### config.mk
export PLATFORM = sky130hd
export DESIGN_NAME = regfile_writer
export DESIGN_NICKNAME = d
export VERILOG_FILES = /design/src/rtl/regfile_writer.sv
export SDC_FILE = /design/constraint.sdc
export NUM_CORES = 1
export LEC_CHECK = 0
export CAP_MARGIN = 40
export CORE_MARGIN = 2
export CORE_UTILIZATION = 58
export DETAILED_ROUTE_END_ITERATION = 6
export MAX_ROUTING_LAYER = met4
export PLACE_DENSITY_LB_ADDON = 0.25
export SLEW_MARGIN = 10
export SYNTH_ARGS = -nofsm -noshare
export SYNTH_HDL_FRONTEND = slang
export SYNTH_SLANG_ARGS = --single-unit
### constraint.sdc
create_clock -name clk -period 3.56 [get_ports clk]
set_input_delay 0.712 -clock clk [delete_from_list [all_inputs] [get_ports clk]]
set_output_delay 0.712 -clock clk [all_outputs]
set_load 0.005 [all_outputs]
### src/rtl/regfile_writer.sv
`default_nettype none
// ============================================================================
// Module   : regfile_writer
// Brief    : In-order write buffer in front of the register file write port,
//            with combinational forwarding of queued writes to two readers.
// Revision : 1.0 - initial release
// ============================================================================
module regfile_writer #(
    parameter int DATA_W = 32,
    parameter int ADDR_W = 3,
    parameter int DEPTH  = 4
) (
    input  logic                     clk,
    input  logic                     rst,
    input  logic                     in_valid,
    output logic                     in_ready,
    input  logic [ADDR_W-1:0]        in_addr,
    input  logic [DATA_W-1:0]        in_data,
    input  logic                     hold,
    output logic [ADDR_W-1:0]        waddr,
    output logic [DATA_W-1:0]        dataIn,
    output logic                     sto,
    input  logic [ADDR_W-1:0]        raddr1,
    input  logic [ADDR_W-1:0]        raddr2,
    output logic                     fwd1_hit,
    output logic                     fwd2_hit,
    output logic [DATA_W-1:0]        fwd1_data,
    output logic [DATA_W-1:0]        fwd2_data,
    output logic [$clog2(DEPTH):0]   pending
);

    localparam int                 c_PTR_W = $clog2(DEPTH);
    localparam logic [c_PTR_W:0]   c_FULL  = (c_PTR_W + 1)'(DEPTH);

    logic [ADDR_W-1:0]  r_mem_addr [DEPTH];
    logic [DATA_W-1:0]  r_mem_data [DEPTH];
    logic [c_PTR_W-1:0] r_wptr;
    logic [c_PTR_W-1:0] r_rptr;
    logic [c_PTR_W:0]   r_count;

    logic               w_push;
    logic               w_pop;
    logic [c_PTR_W-1:0] w_idx;

    // Ready looks only at the registered count, so a full buffer refuses
    // a push even in a cycle that also pops.
    assign in_ready = (r_count != c_FULL);
    assign w_push   = in_valid & in_ready;
    assign w_pop    = (r_count != '0) & ~hold;

    assign sto     = w_pop;
    assign waddr   = w_pop ? r_mem_addr[r_rptr] : '0;
    assign dataIn  = w_pop ? r_mem_data[r_rptr] : '0;
    assign pending = r_count;

    always_ff @(posedge clk or negedge rst) begin
        if (!rst) begin
            r_wptr  <= '0;
            r_rptr  <= '0;
            r_count <= '0;
        end else begin
            if (w_push) r_wptr <= r_wptr + 1'b1;
            if (w_pop)  r_rptr <= r_rptr + 1'b1;
            case ({w_push, w_pop})
                2'b10:   r_count <= r_count + 1'b1;
                2'b01:   r_count <= r_count - 1'b1;
                default: r_count <= r_count;
            endcase
        end
    end

    // Storage needs no reset: entries are unreachable while count is zero.
    always_ff @(posedge clk) begin
        if (w_push) begin
            r_mem_addr[r_wptr] <= in_addr;
            r_mem_data[r_wptr] <= in_data;
        end
    end

    // Walk oldest to youngest so the last match (nearest the tail) wins.
    always_comb begin
        fwd1_hit  = 1'b0;
        fwd2_hit  = 1'b0;
        fwd1_data = '0;
        fwd2_data = '0;
        w_idx     = '0;
        for (int i = 0; i < DEPTH; i++) begin
            w_idx = r_rptr + c_PTR_W'(i);
            if ((c_PTR_W + 1)'(i) < r_count) begin
                if (r_mem_addr[w_idx] == raddr1) begin
                    fwd1_hit  = 1'b1;
                    fwd1_data = r_mem_data[w_idx];
                end
                if (r_mem_addr[w_idx] == raddr2) begin
                    fwd2_hit  = 1'b1;
                    fwd2_data = r_mem_data[w_idx];
                end
            end
        end
    end

endmodule
`default_nettype wire

==> flow_summary_export.csv <==
group,metric,value,unit
global_routing,grt_start_max_net_pins,110,
die,fp.coreArea,21600,sq um
finish,final_common_cell,"edfxtp_1",
detailed_routing,ant_nets,0,
detailed_routing,vias,12000,
die,ios,151,
clocking,clkLatencyLatePin,450,ps
detailed_routing,wl_per_cell,29.5,microns
detailed_routing,drt-pass1-iter-count,6,
flow_run,maxCapViolCount,0,
status,violations,"setup timing",
synthesis,syn-cell-area,12600,sq um
clocking,clockBufferDepth,2,
critical_path,critPathKind,"flop to output pin",
global_routing,grt_pass1_wl,65400,microns
finish,fin_util,77.0,%
timing,fin_crit,3790,ps
synthesis,avgSynthCellArea,11.3,sq um
timing,grt_setup_unrepaired,"yes",
synthesis,syn_nets,1168,
placed_design,hpwl,24600,microns
finish,nets,1339,
pwr,finalPower,19.6,mW
critical_path,crit_path_end_kind,"output pin",
synthesis,synth_seq_cells,147,
detailed_routing,avgViaCountPerCell,7.59,
timing,relSlewSlack,53.7,%
global_routing,grt.total_usage,39.2,%
timing,min_period_over_period,107,%
critical_path,cp-start-kind,"flop",
die,die_w,152,microns
synthesis,synth_largest_area_cell,"edfxtp_1",
critical_path,critical_path_arrival,3080,ps
detailed_routing,drtIter0Drc,1907,
synthesis,yosys_warnings,0,
global_routing,antenna_found_initial,1,
pwr,vdd_drop_max,0.000699,V
finish,most-common-layout-cells,"edfxtp_1, nand4_1, clkdlybuf4s50_1, mux4_2, nand2_1",
synthesis,synth_top_flop_cell,"edfxtp_1",
timing,slew_violations,0,
global_routing,grt-ovfl-total,0,
clocking,cts_made_buffers,17,
die,die-area,23000,sq um
finish,area_growth_syn_to_layout,31.7,%
die,start_util,58.5,%
die,fp.dieH,152,microns
finish,fillers,1330,
synthesis,synth_cell_type_count,33,
pwr,p_per_area,1180,nW/um^2
global_routing,grt_pass1_vias,11500,
synthesis,synth_area_leaders,"edfxtp_1, mux4_2, nand4_1",
clocking,cts_tree,"yes",
placed_design,numPortBuffers,150,
timing,fmax,264,MHz
timing,hold_viol,0,
detailed_routing,wirelength,46600,microns
clocking,clock_sink_count,147,
critical_path,worstPathRequired,2850,ps
status,status,"finished with violations",
clocking,cts.clk_slew.worst_paths,60,ps
timing,tightestPinTransition,688,ps
synthesis,synth_top_area_share,33.3,%
die,rows,54,
clocking,htreeDepth,4,
pwr,p_leak,6.12,nW
clocking,cts-root-buf,"clkbuf_16",
placed_design,globalplace.congestion,0.862,
synthesis,synthCells,1114,
timing,finClkSkew,8.44,ps
critical_path,critPathMaxFanout,17,
finish,layout-drive-gt1-share,39.8,%
synthesis,async_flop_share,4.76,%
synthesis,synth-edff-count,140,
timing,worst_slack,-234,ps
detailed_routing,drcViolationCount,0,
min_path,hp-class,"input pin to async pin",
timing,final-setup-viol-count,42,
synthesis,ys_seq_area_share,34.6,%
repair_timing:
action / in CTS / in global routing
setup buffers: 28 / 13
setup endpoints to repair: 67 / 67
cloned: 10 / 8
resized for setup: 274 / 90
pin swaps: 57 / 65
hold buffers: 0 / 0
routing by layer:
| metal | global-route usage, % | up-vias | wire length (microns) |
|---|---|---|---|
| met4 | 20.0 | 0 | 3190 |
| met3 | 9.64 | 382 | 5970 |
| met2 | 59.7 | 1142 | 21000 |
| li1 | - | 4829 | - |
| met1 | 49.0 | 5652 | 16400 |
| met5 | - | - | 0 |
cells in the mapped netlist (7+ instances only):
library cell	number
edfxtp_1	140
nand4_1	134
mux4_2	76
nand2_1	69
and2_1	68
o21ai_0	66
a21oi_1	65
mux2i_1	65
mux2_2	64
o2bb2ai_1	64
o211ai_2	58
clkbuf_1	48
buf_2	36
a21boi_0	32
buf_4	20
buf_6	19
xnor2_1	17
buf_1	14
ha_1	9
xnor2_2	8
dfrtp_1	7
critical path, cell delays in order, from the launching register on:
cell and delay [ps]:
dfrtp_4 500, buf_12 150, mux4_2 540, xnor2_4 360, buf_12 220, nand4_1 140, o211ai_1 350, o2bb2ai_2 200
clkbuf_2 160
through the flow:
stage / instances / hold slack, ps / instance area [sq um] / TNS, ps / worst slack, ps
2_1_floorplan: 1114 / 416 / 12600 / 0 / 761
3_3_place_gp: 1491 / 602 / 14900 / -286 / -44.5
3_5_place_dp: 1491 / 619 / 14900 / -601 / -54.2
4_1_cts: 1561 / 551 / 16300 / -550 / -69.3
5_1_grt: 1579 / 557 / 16600 / -5260 / -235
6_report: 1581 / 537 / 16600 / -2160 / -234
sequential cells by signal, summed over array words and instances (netlist names):
name	flops
pending	3
r_mem_data	128
r_mem_addr	12
r_wptr	2
r_rptr	2
path summary, 6_finish.rpt:
path | depth (start not counted) | slack, ps | startpoint | to
max in group asynchronous | 1 | 2740 | rst | r_rptr[0]
hold reg to reg | 2 | 610 | pending[0] | pending[0]
setup / recovery | 8 | -230 | r_rptr[0] | fwd1_data[0]
setup reg to reg | 6 | 1230 | pending[0] | r_mem_data[1][28]
hold / removal | 1 | 540 | rst | r_wptr[0]
min in group clk | 2 | 610 | pending[0] | pending[0]
logic make-up after synthesis:
| logic type | count (synthesis) | share of synthesized area [%] |
|---|---|---|
| flops | 147 | 34.6 |
| fa+ha+maj | 9 | 0.891 |
| simple gates | 287 | 12.9 |
| buf+inv | 143 | 6.33 |
| mux | 205 | 24.4 |
| compound gates | 293 | 17.7 |
| xor+xnor | 30 | 3.15 |
final cells by class:
class | count | area [sq um] | area share [%]
multi-input cells | 824 | 8010 | 48.1
flip-flops and latches | 147 | 4390 | 26.3
repair buffers | 289 | 3290 | 19.7
clock buffers | 19 | 433 | 2.60
well taps | 280 | 350 | 2.10
clock inverters | 13 | 158 | 0.947
inverters | 6 | 22.5 | 0.135
diodes | 3 | 7.51 | 0.0451
power breakdown:
part	internal (mW)	total (mW)	switching (mW)
Sequential	2.31	2.63	0.319
Clock	1.10	1.86	0.765
Combinational	7.10	15.1	7.99
No activity file was read; power rests on OpenSTA's default activity.
